## config.mk

```make
export PLATFORM = sky130hd
export DESIGN_NAME = tic_tac_toe_auto_player
export DESIGN_NICKNAME = d
export VERILOG_FILES = /design/src/rtl/tic_tac_toe_auto_player.sv
export SDC_FILE = /design/constraint.sdc
export NUM_CORES = 1
export LEC_CHECK = 0
export CELL_PAD_IN_SITES_DETAIL_PLACEMENT = 1
export CELL_PAD_IN_SITES_GLOBAL_PLACEMENT = 1
export CORE_UTILIZATION = 38
export DETAILED_ROUTE_END_ITERATION = 12
export GPL_TIMING_DRIVEN = 1
export HOLD_SLACK_MARGIN = 0.05
export MAX_ROUTING_LAYER = met4
export PLACE_DENSITY = 0.77
export SYNTH_ARGS = -nofsm -noshare
export SYNTH_HDL_FRONTEND = slang
export SYNTH_SLANG_ARGS = --single-unit
```

## constraint.sdc

```tcl
create_clock -name CLOCK -period 3 [get_ports CLOCK]
set_input_delay 0.6 -clock CLOCK [delete_from_list [all_inputs] [get_ports CLOCK]]
set_output_delay 0.6 -clock CLOCK [all_outputs]
set_load 0.05 [all_outputs]
```

## src/rtl/tic_tac_toe_auto_player.sv

```systemverilog
// Computer tic-tac-toe opponent: scans the 8 lines over 8 cycles, then drives a move on cursor/enter.
// Define TTT_AUTO_BLOCK_EN to let the opponent-block candidate take part in the pick (normal difficulty).
module tic_tac_toe_auto_player #(
  parameter int THINK_CYCLES = 16,
  parameter bit AI_IS_X      = 1'b0,
  parameter int ACK_TIMEOUT  = 16
) (
  input  logic       CLOCK,
  input  logic       reset,
  input  logic       enable,
  input  logic [8:0] grid_state_marked,
  input  logic [8:0] grid_state_x,
  input  logic       player_x_turn,
  input  logic       someone_won,
  output logic [3:0] cell_cursor,
  output logic       cell_enter,
  output logic       busy,
  output logic [3:0] last_move,
  output logic       move_fault
);
  localparam logic [2:0] S_IDLE  = 3'd0;
  localparam logic [2:0] S_THINK = 3'd1;
  localparam logic [2:0] S_EVAL  = 3'd2;
  localparam logic [2:0] S_PICK  = 3'd3;
  localparam logic [2:0] S_DRIVE = 3'd4;
  localparam logic [2:0] S_ENTER = 3'd5;
  localparam logic [2:0] S_ACK   = 3'd6;

  // Fallback preference, highest priority in the low nibble: center, corners, edges.
  localparam logic [35:0] PREF = {4'd7, 4'd5, 4'd3, 4'd1, 4'd8, 4'd6, 4'd2, 4'd0, 4'd4};

  logic [2:0]  state_q, state_d;
  logic [15:0] cnt_q, cnt_d;
  logic [2:0]  line_q, line_d;
  logic [3:0]  cursor_q, cursor_d;
  logic [3:0]  last_move_q, last_move_d;
  logic        fault_q, fault_d;
  logic        win_vld_q, win_vld_d;
  logic [3:0]  win_cell_q, win_cell_d;

  logic [8:0] own, opp, empty;
  logic       trigger, abort, accepted;
  logic [3:0] c0, c1, c2, free_cell, pick;
  logic [1:0] own_n, emp_n;
  logic       win_hit;

  assign own     = grid_state_marked & ~(grid_state_x ^ {9{AI_IS_X}});
  assign opp     = grid_state_marked &  (grid_state_x ^ {9{AI_IS_X}});
  assign empty   = ~grid_state_marked;
  assign trigger = enable & ~someone_won & (player_x_turn == AI_IS_X) & ~&grid_state_marked;
  assign abort   = ~enable | someone_won;
  assign accepted = (player_x_turn != AI_IS_X) | someone_won;

  always_comb begin
    c0 = 4'd0; c1 = 4'd0; c2 = 4'd0;
    case (line_q)
      3'd0: begin c0 = 4'd0; c1 = 4'd1; c2 = 4'd2; end
      3'd1: begin c0 = 4'd3; c1 = 4'd4; c2 = 4'd5; end
      3'd2: begin c0 = 4'd6; c1 = 4'd7; c2 = 4'd8; end
      3'd3: begin c0 = 4'd0; c1 = 4'd3; c2 = 4'd6; end
      3'd4: begin c0 = 4'd1; c1 = 4'd4; c2 = 4'd7; end
      3'd5: begin c0 = 4'd2; c1 = 4'd5; c2 = 4'd8; end
      3'd6: begin c0 = 4'd0; c1 = 4'd4; c2 = 4'd8; end
      default: begin c0 = 4'd2; c1 = 4'd4; c2 = 4'd6; end
    endcase
  end

  assign own_n     = 2'(own[c0]) + 2'(own[c1]) + 2'(own[c2]);
  assign emp_n     = 2'(empty[c0]) + 2'(empty[c1]) + 2'(empty[c2]);
  assign free_cell = empty[c0] ? c0 : (empty[c1] ? c1 : c2);
  assign win_hit   = (own_n == 2'd2) && (emp_n == 2'd1);

`ifdef TTT_AUTO_BLOCK_EN
  logic       blk_vld_q, blk_vld_d;
  logic [3:0] blk_cell_q, blk_cell_d;
  logic [1:0] opp_n;
  logic       blk_hit;

  assign opp_n   = 2'(opp[c0]) + 2'(opp[c1]) + 2'(opp[c2]);
  assign blk_hit = (opp_n == 2'd2) && (emp_n == 2'd1);

  always_comb begin
    blk_vld_d  = blk_vld_q;
    blk_cell_d = blk_cell_q;
    if (state_q == S_THINK) begin
      blk_vld_d = 1'b0;
    end else if (state_q == S_EVAL && !blk_vld_q && blk_hit) begin
      blk_vld_d  = 1'b1;
      blk_cell_d = free_cell;
    end
  end

  always_ff @(posedge CLOCK or posedge reset) begin
    if (reset) begin
      blk_vld_q  <= 1'b0;
      blk_cell_q <= 4'd0;
    end else begin
      blk_vld_q  <= blk_vld_d;
      blk_cell_q <= blk_cell_d;
    end
  end
`else
  logic unused_opp;
  assign unused_opp = ^opp;
`endif

  // Later loop iterations win, so walk the preference list from lowest priority up.
  always_comb begin
    pick = 4'd4;
    for (int i = 8; i >= 0; i--) begin
      if (empty[PREF[i*4 +: 4]]) pick = PREF[i*4 +: 4];
    end
`ifdef TTT_AUTO_BLOCK_EN
    if (blk_vld_q) pick = blk_cell_q;
`endif
    if (win_vld_q) pick = win_cell_q;
  end

  always_comb begin
    state_d     = state_q;
    cnt_d       = cnt_q;
    line_d      = line_q;
    cursor_d    = cursor_q;
    last_move_d = last_move_q;
    fault_d     = fault_q;
    win_vld_d   = win_vld_q;
    win_cell_d  = win_cell_q;
    case (state_q)
      S_IDLE: if (trigger) begin
        state_d = S_THINK;
        cnt_d   = 16'd0;
      end
      S_THINK: begin
        win_vld_d = 1'b0;
        line_d    = 3'd0;
        if (abort) begin
          state_d = S_IDLE;
        end else if (cnt_q == 16'(THINK_CYCLES - 1)) begin
          state_d = S_EVAL;
          cnt_d   = 16'd0;
        end else begin
          cnt_d = cnt_q + 16'd1;
        end
      end
      S_EVAL: begin
        if (!win_vld_q && win_hit) begin
          win_vld_d  = 1'b1;
          win_cell_d = free_cell;
        end
        if (abort) state_d = S_IDLE;
        else if (line_q == 3'd7) state_d = S_PICK;
        else line_d = line_q + 3'd1;
      end
      S_PICK: begin
        if (~&grid_state_marked) begin
          cursor_d = pick;
          state_d  = S_DRIVE;
        end else begin
          state_d = S_IDLE;
        end
      end
      S_DRIVE: state_d = S_ENTER;
      S_ENTER: begin
        last_move_d = cursor_q;
        cnt_d       = 16'd0;
        state_d     = S_ACK;
      end
      S_ACK: begin
        if (accepted) begin
          state_d = S_IDLE;
        end else if (cnt_q == 16'(ACK_TIMEOUT - 1)) begin
          fault_d = 1'b1;
          state_d = S_IDLE;
        end else begin
          cnt_d = cnt_q + 16'd1;
        end
      end
      default: state_d = S_IDLE;
    endcase
  end

  always_ff @(posedge CLOCK or posedge reset) begin
    if (reset) begin
      state_q     <= S_IDLE;
      cnt_q       <= 16'd0;
      line_q      <= 3'd0;
      cursor_q    <= 4'd4;
      last_move_q <= 4'hF;
      fault_q     <= 1'b0;
      win_vld_q   <= 1'b0;
      win_cell_q  <= 4'd0;
    end else begin
      state_q     <= state_d;
      cnt_q       <= cnt_d;
      line_q      <= line_d;
      cursor_q    <= cursor_d;
      last_move_q <= last_move_d;
      fault_q     <= fault_d;
      win_vld_q   <= win_vld_d;
      win_cell_q  <= win_cell_d;
    end
  end

  assign cell_cursor = cursor_q;
  assign cell_enter  = (state_q == S_ENTER);
  assign busy        = (state_q != S_IDLE);
  assign last_move   = last_move_q;
  assign move_fault  = fault_q;
endmodule

```

==> results of run 1 <==
==> kinds of logic after synthesis <==
group,count (synthesis)
flip-flops,36
XOR/XNOR,11
adder cells (fa/ha/maj),9
buffers and inverters,23
AND/OR/NAND/NOR,157
multiplexers,19
AO/OA/AOI/OAI,62
==> layer usage <==
metal / track usage [%] / up-vias
li1: - / 1286
met4: 5.30 / 0
met1: 31.7 / 1329
met3: 2.76 / 13
met5: - / -
met2: 40.0 / 51
==> placed cells by master (no fill, tap or decap), types with 5 or more instances in the layout <==
cell type        synthesis  routed
nor2_1                  34      33
nor2b_1                 10      10
a21oi_1                 18      16
xnor2_1                 11      11
dfrtp_1                 31      30
nand2_1                 35      32
buf_4                    1      44
nor4_1                  13      13
clkdlybuf4s50_1          0      33
nand3_1                 11      10
nor3_1                   5       5
clkbuf_8                 0       5
o21ai_0                 15      14
inv_1                   10       8
nand2b_1                 9       9
mux2i_1                 11      11
a31oi_1                  5       5
dfstp_2                  5       5
mux2_2                   6       6
==> synth_stat cells (2+ instances only) <==
library cell   n
nand2b_1       9
mux2i_1       11
xnor2_1       11
mux2_2         6
o32ai_1        2
nor4_1        13
ha_1           7
or3_1          4
o21bai_1       2
nand3b_1       4
dfrtp_1       31
o22ai_1        4
a21oi_1       18
nor2b_1       10
and2_1         3
buf_2          5
nand2_1       35
or2_2          3
nor3b_1        2
a21o_1         2
nand4_1        3
nor4b_1        4
o21a_1         2
nor2_1        34
a31oi_1        5
or4_1          2
inv_1         10
clkbuf_1       5
nor3_1         5
o31ai_1        2
o21ai_0       15
and3_1         4
nand3_1       11
fa_1           2
dfstp_2        5
nand4_2        2
==> power by group <==
group | internal [mW] | leakage (nW) | total (mW) | switching [mW]
clock network | 0.246 | 0.0541 | 0.439 | 0.193
logic | 0.722 | 0.999 | 1.71 | 0.993
registers | 0.613 | 0.472 | 0.754 | 0.141
==> area by class of cell <==
type	instances	area, µm²	area share, %
Inverter	10	37.5	1.04
Multi-Input combinational cell	258	1770	49.0
Tap cell	96	120	3.33
Clock inverter	3	42.5	1.18
Sequential cell	36	908	25.2
Timing Repair Buffer	77	661	18.3
Clock buffer	5	68.8	1.91
==> state kept, by name, summed over array words and instances (netlist names) <==
| name | flops |
|---|---|
| win_cell_q | 4 |
| cnt_q | 16 |
| win_vld_q | 1 |
| line_q | 3 |
| state_q | 3 |
| last_move | 4 |
| cell_cursor | 4 |
| move_fault | 1 |
==> worst max-delay path by stage <==
| stage | startpoint | slack, ns | cells past startpoint | end |
|---|---|---|---|---|
| after CTS | line_q[0]$_DFFE_PP0P_ | -0.07 | 12 | win_cell_q[2]$_DFFE_PP0P_ |
| after global routing | line_q[0]$_DFFE_PP0P_ | -0.25 | 13 | win_cell_q[2]$_DFFE_PP0P_ |
| final | line_q[0]$_DFFE_PP0P_ | -0.13 | 13 | win_cell_q[2]$_DFFE_PP0P_ |
| after global placement | grid_state_marked[2] | -0.1 | 11 | win_cell_q[1]$_DFFE_PP0P_ |
| after detailed placement | grid_state_marked[2] | -0.19 | 12 | win_cell_q[2]$_DFFE_PP0P_ |
| after floorplan | line_q[1]$_DFFE_PP0P_ | -0.05 | 13 | win_cell_q[1]$_DFFE_PP0P_ |
==> through the flow <==
stage / power, mW / cell area [µm²] / util [%] / worst slack [ns]
detailed placement: 2.38 / 3410 / 49.9 / -0.194
floorplan: 1.80 / 2740 / - / -0.0472
global route: 3.08 / 3610 / 52.8 / -0.247
global placement: 2.32 / 3410 / 49.9 / -0.0981
CTS: 2.85 / 3560 / 52.1 / -0.0709
finish: 2.91 / 3610 / 52.8 / -0.129
==> worst max-delay path: cells and delay by family, from the launching register on <==
| family | cells | cell delay (ns) |
|---|---|---|
| compound gates | 4 | 0.58 |
| simple gates | 4 | 0.98 |
| buf+inv | 3 | 0.35 |
| fa+ha+maj | 2 | 0.71 |
| flops | 1 | 0.42 |
==> repair_timing <==
item | CTS | global route
pin swaps | 8 | 2
buffers inserted | 2 | 3
endpoints found under the setup margin | 4 | 5
gates resized for setup | 7 | 9
==> metrics.json, run 1 <==
{
  "synth_compound_gate_area_share_pct": 14.4,
  "detail_route.wirelength_um": 8260,
  "first_global_vias": 2751,
  "worst-slew-pin-transition_ns": 1.16,
  "worst_setup_hold_path_clk_slew_ns": 0.08,
  "report.final.hold_viol_count": 0,
  "worstPathRequired_ns": 3.21,
  "drt_pass1_iterations": 4,
  "routed-wl-met3_um": 223,
  "placement.io_buffers": 33,
  "yosys.area_share.xor_xnor_pct": 3.56,
  "cts_tree": "yes",
  "worstHoldStart": "last_move[2]$_DFFE_PP1P_",
  "synth.net_count": 349,
  "cellLeakagePower_nw": 1.52,
  "cell_total_after_placement": 472,
  "setup_ws_ns": -0.129,
  "final_cells": 485,
  "met2RoutedLength_um": 3960,
  "drt.antenna.violating_nets": 0,
  "nFillCells": 840,
  "timing.reg2reg.worst_path_depth": 13,
  "async_reset_ff_share_pct": 100,
  "post_drt_via_cell_ratio": 5.52,
  "hold_buffers": 0,
  "worstReg2RegStart": "line_q[0]$_DFFE_PP0P_",
  "timing.critical_path.cells": "inv_2, ha_4, buf_4, or4_4, o21ai_2, a21oi_1, a21oi_1, inv_1, fa_1, and4b_2, and2_4, nor2_2, a31oi_1",
  "maximum_number_of_pins_on_one_net_before_global_route_repair": 37,
  "timing.hold.worst.class": "reg -> reg",
  "grt_first_pass_wirelength_um": 13600,
  "starting_density_of_the_core_pct": 39.6,
  "register_to_register_setup_slack_ns": -0.13,
  "synth.avg_cell_area_um2": 8.53,
  "worst_ep_arrival_time_ns": 3.34,
  "status": "complete, but fails checks",
  "synth-edff-count": 0,
  "routed.top_layer": "met4",
  "dpl.hpwl_um": 6210,
  "synth_top_flop_cell": "dfrtp_1",
  "worst_hold_path.num_cells": 2,
  "max-vdd-ir-drop_mv": 0.417,
  "hold_end": "last_move[2]$_DFFE_PP1P_",
  "rr_endpoint": "win_cell_q[2]$_DFFE_PP0P_",
  "combinational_family_with_the_most_area_after_synthesis": "simple AND/OR/NAND/NOR gates",
  "failing_checks": "negative setup slack",
  "critPathCaptureType": "register",
  "yosys.cell_types.count": 60,
  "setup_repair_after_global_routing_missed_its_margin": "true",
  "worst-path-max-fanout": 7,
  "clk-insertion-delay-late_ns": 0.30,
  "slew_violations": 0,
  "post_route_cells_drive_above_1_share_pct": 25.7,
  "fin_tns_setup_ns": -0.383,
  "post_drt_wl_per_cell_um": 17.0,
  "synth_top_cell_area_share_pct": 28.7,
  "clock-root-buffer": "clkbuf_8",
  "post_synth_and_or_nand_nor_area_fraction_pct": 31.7,
  "synth_area_leaders": "dfrtp_1 29%, dfstp_2 4.9%, nand2_1 4.9%, nor2_1 4.7%, mux2i_1 4.1%",
  "grt_util_all_layers_pct": 24.1,
  "synth_adder_area_share_pct": 4.72,
  "synth_top_area_cell": "dfrtp_1",
  "finish.net_count": 420,
  "detail_route.iter0.violations": 114,
  "fin_skew_ns": 0.00575,
  "gp_congestion": 0.859,
  "globalRouteOverflowTotal": 0,
  "design.portCount": 34,
  "ys_warn_count": 0,
  "final.period_utilization_pct": 104,
  "max-clock-path-buffers": 2,
  "antenna_violations_before_repair": 0,
  "fmax_mhz": 320,
  "setup.worst_path.class": "reg -> reg",
  "critPathLaunchType": "register",
  "ys_ff_latch": 36,
  "met1Wirelength_um": 3980,
  "number_of_buffers_added_by_the_clock_tree_synthesis_step": 5,
  "number_of_max_capacitance_violations_reported": 0,
  "syn_to_final_growth_pct": 33.5,
  "die-height_um": 86.3,
  "placementRows": 30,
  "slowest_delay_ns": 0.55,
  "post_synth_mux_area_share_pct": 8.24,
  "syn_area_um2": 2700,
  "report.final.setup_viol": 5,
  "timing.max_slew.rel_slack_pct": 22.0,
  "route.detailed.drc": 0,
  "cpMostUsedCell": "a21oi_1",
  "part_of_the_yosys_area_used_for_sequential_elements_pct": 33.6,
  "core_area_um2": 6830,
  "vias": 2679,
  "chipWidth_um": 86.3,
  "floorplan.die_area_um2": 7450,
  "power-per-cell-area_nw_per_um2": 806,
  "worst_path_cell_with_the_longest_stage_delay": "fa_1",
  "clock_sink_count": 36,
  "cts-htree-levels": 2,
  "hold_slack_ns": 0.481,
  "timing.final.crit_period_ns": 3.13,
  "synthCells": 317,
  "antenna_cells": 0
}
No activity file was read; power rests on OpenSTA's default activity.
==> inputs of run 2 (changes only) <==
CTS_CLUSTER_DIAMETER = 30   (was unset)
PLACE_DENSITY = unset   (was 0.77)
PLACE_DENSITY_LB_ADDON = 0.1   (was unset)
==> run 2 against run 1 <==
  * The flow still finishes with violations (negative setup slack)
  * Die area stayed put
  * Combinational power grew 4%
  * Critical path type unchanged
  * Core utilization grew 0.70 points
  * Total power increased by 1.2%
  * Largest power group unchanged
  * Critical endpoint is now win_cell_q[0]$_DFFE_PP0P_
==> metrics.json, run 2 (synthesis gave the netlist of run 1 again) <==
{
  "status": "complete, but fails checks",
  "failing_checks": "negative setup slack",
  "antenna_cells": {"value": 0, "change": "unchanged"},
  "placement.io_buffers": {"value": 33, "change": "unchanged"},
  "worst_path_cell_with_the_longest_stage_delay": "mux4_2",
  "globalRouteOverflowTotal": {"value": 0, "change": "unchanged"},
  "first_global_vias": {"value": 2654, "change": "-3.5%"},
  "antenna_violations_before_repair": {"value": 0, "change": "unchanged"},
  "post_drt_wl_per_cell": {"value": 16.8, "unit": "µm", "change": "-1.4%"},
  "nFillCells": {"value": 818, "change": "-2.6%"},
  "gp_congestion": {"value": 0.861, "change": "+0.20%"},
  "slew_violations": {"value": 0, "change": "unchanged"},
  "max-vdd-ir-drop": {"value": 0.585, "unit": "mV", "change": "+40%"},
  "final.period_utilization": {"value": 103, "unit": "%", "change": "-1.2 points"},
  "timing.critical_path.cells": "ha_4, or2_4, or2_4, and2_4, mux4_2, fa_1, nor2_1, and4b_1, and2_4, nor2_1, a31oi_1",
  "chipWidth": {"value": 86.3, "unit": "µm", "change": "unchanged"},
  "max-clock-path-buffers": {"value": 2, "change": "unchanged"},
  "post_route_cells_drive_above_1_share": {"value": 25.4, "unit": "%", "change": "-0.32 points"},
  "gate_family_responsible_for_the_most_delay_along_the_worst_path": "simple AND/OR/NAND/NOR gates",
  "clock_sink_count": {"value": 36, "change": "unchanged"},
  "report.final.hold_viol_count": {"value": 0, "change": "unchanged"},
  "cellLeakagePower": {"value": 1.55, "unit": "nW", "change": "+1.4%"},
  "postPlaceCellArea": {"value": 3440, "unit": "µm²", "change": "+0.81%"},
  "fmax": {"value": 323, "unit": "MHz", "change": "+1.2%"},
  "most_frequent_cells_in_the_layout": "43 x buf_4, 33 x nor2_1, 33 x nand2_1, 33 x clkdlybuf4s50_1, 30 x dfrtp_1",
  "fin_tns_setup": {"value": -0.0922, "unit": "ns", "change": "+0.291 ns"},
  "clock-root-buffer": "clkbuf_8",
  "syn_to_final_growth_pct": 35.2,
  "cts-htree-levels": {"value": 2, "change": "unchanged"},
  "mostFrequentLayoutCell": "buf_4",
  "worst_setup_hold_path_clk_slew": {"value": 0.08, "unit": "ns", "change": "about the same"},
  "critPathLaunchType": "register",
  "dpl.hpwl": {"value": 6110, "unit": "µm", "change": "-1.7%"},
  "post_drt_via_cell_ratio": {"value": 5.37, "change": "-2.7%"},
  "number_of_max_capacitance_violations_reported": {"value": 0, "change": "unchanged"},
  "register_with_the_most_flip_flops": "cnt_q",
  "die-height": {"value": 86.3, "unit": "µm", "change": "unchanged"},
  "maximum_number_of_pins_on_one_net_before_global_route_repair": {"value": 37, "change": "unchanged"},
  "placementRows": {"value": 30, "change": "unchanged"},
  "number_of_buffers_added_by_the_clock_tree_synthesis_step": {"value": 5, "change": "unchanged"},
  "vias": {"value": 2611, "change": "-2.5%"},
  "hold_buffers": {"value": 0, "change": "unchanged"},
  "worstReg2RegStart": "line_q[1]$_DFFE_PP0P_",
  "detail_route.wirelength": {"value": 8160, "unit": "µm", "change": "-1.2%"},
  "finalInstanceArea": {"value": 3650, "unit": "µm²", "change": "+1.3%"},
  "hold_slack": {"value": 0.485, "unit": "ns", "change": "+0.00371 ns"},
  "drt.antenna.violating_nets": {"value": 0, "change": "unchanged"},
  "setup_ws": {"value": -0.0922, "unit": "ns", "change": "+0.0363 ns"},
  "number_of_flip_flops_in_the_largest_register": {"value": 16, "change": "unchanged"},
  "timing.critical_path.buf_inv": {"value": 0, "change": "-3"},
  "timing.hold.worst.class": "reg -> reg",
  "clk-insertion-delay-late": {"value": 0.29, "unit": "ns", "change": "about the same"},
  "starting_density_of_the_core": {"value": 39.6, "unit": "%", "change": "unchanged"},
  "worst-slew-pin-transition": {"value": 1.11, "unit": "ns", "change": "-0.0525 ns"},
  "timing.final.crit_period": {"value": 3.09, "unit": "ns", "change": "-0.0363 ns"},
  "route.detailed.drc": {"value": 0, "change": "unchanged"},
  "grt_util_all_layers": {"value": 23.9, "unit": "%", "change": "-0.17 points"},
  "worst-path-max-fanout": {"value": 5, "change": "-2"},
  "fin_skew": {"value": 0.00806, "unit": "ns", "change": "+0.00231 ns"},
  "design_power_total": {"value": 2.94, "unit": "mW", "change": "+1.2%"},
  "drt_pass1_iterations": {"value": 4, "change": "unchanged"},
  "finish.net_count": {"value": 421, "change": "+0.24%"},
  "worstHoldStart": "move_fault$_DFFE_PP0P_",
  "report.final.setup_viol": {"value": 1, "change": "-4"},
  "floorplan.die_area": {"value": 7450, "unit": "µm²", "change": "unchanged"},
  "design.portCount": {"value": 34, "change": "unchanged"},
  "slowest_delay": {"value": 0.47, "unit": "ns", "change": "-0.08 ns"},
  "setup_repair_after_global_routing_missed_its_margin": "true",
  "detail_route.iter0.violations": {"value": 109, "change": "-4.4%"},
  "worst_ep_arrival_time": {"value": 3.29, "unit": "ns", "change": "-0.05 ns"},
  "grt_first_pass_wirelength": {"value": 13500, "unit": "µm", "change": "-1.4%"},
  "worst_setup_path_startpoint": "line_q[1]$_DFFE_PP0P_",
  "core_area": {"value": 6830, "unit": "µm²", "change": "unchanged"},
  "cts_tree": "yes",
  "worstPathRequired": {"value": 3.20, "unit": "ns", "change": "about the same"},
  "power-per-cell-area": {"value": 805, "unit": "nW/µm²", "change": "-0.11%"},
  "critPathCaptureType": "register",
  "setup.worst_path.class": "reg -> reg",
  "timing.max_slew.rel_slack": {"value": 25.5, "unit": "%", "change": "+3.5 points"}
}
## run 2: routing by layer
metal / global-route usage, % / wire length (µm) / up-vias
met4: 4.55 / 44 / 0
li1: - / - / 1288
met3: 3.71 / 347 / 5
met2: 36.3 / 3610 / 44
met5: - / 0 / -
met1: 34.0 / 4160 / 1274
## run 2: power by group
| group | leakage [nW] | internal (mW) | switching (mW) |
|---|---|---|---|
| Clock | 0.0645 | 0.293 | 0.181 |
| Sequential | 0.472 | 0.614 | 0.0800 |
| Combinational | 1.01 | 0.734 | 1.04 |
## run 2: layout make-up
cell class | count | area [µm²] | share of cell area [%]
multi-input combinational | 258 | 1780 | 48.6
sequential | 36 | 908 | 24.9
timing repair buffer | 78 | 684 | 18.7
tap | 96 | 120 | 3.29
clock buffer | 7 | 96.3 | 2.64
inverter | 10 | 37.5 | 1.03
clock inverter | 1 | 30.0 | 0.822
## run 2: final timing paths
| check | to | slack [ns] | cells after the start |
|---|---|---|---|
| max reg2reg | win_cell_q[0]$_DFFE_PP0P_ | -0.09 | 11 |
| min reg2reg | move_fault$_DFFE_PP0P_ | 0.48 | 1 |
| max | win_cell_q[0]$_DFFE_PP0P_ | -0.09 | 11 |
| min | move_fault$_DFFE_PP0P_ | 0.48 | 1 |
| min in group asynchronous | cnt_q[14]$_DFFE_PP0P_ | 0.71 | 3 |
| max in group asynchronous | line_q[1]$_DFFE_PP0P_ | 1.94 | 3 |
## run 2: repair_timing
item | CTS | global route
endpoints found under the setup margin | 4 | 5
cloned | 0 | 0
resized for setup | 4 | 12
buffers inserted | 2 | 2
pin swaps | 6 | 2
## run 2: through the flow
stage               std cells  utilization [%]  worst slack [ns]
floorplan                 317                -           -0.0472
CTS                       484             52.5            0.0148
global placement          474             50.3            -0.107
detailed placement        474             50.3            -0.178
global route              486             53.5            -0.189
finish                    486             53.5           -0.0922
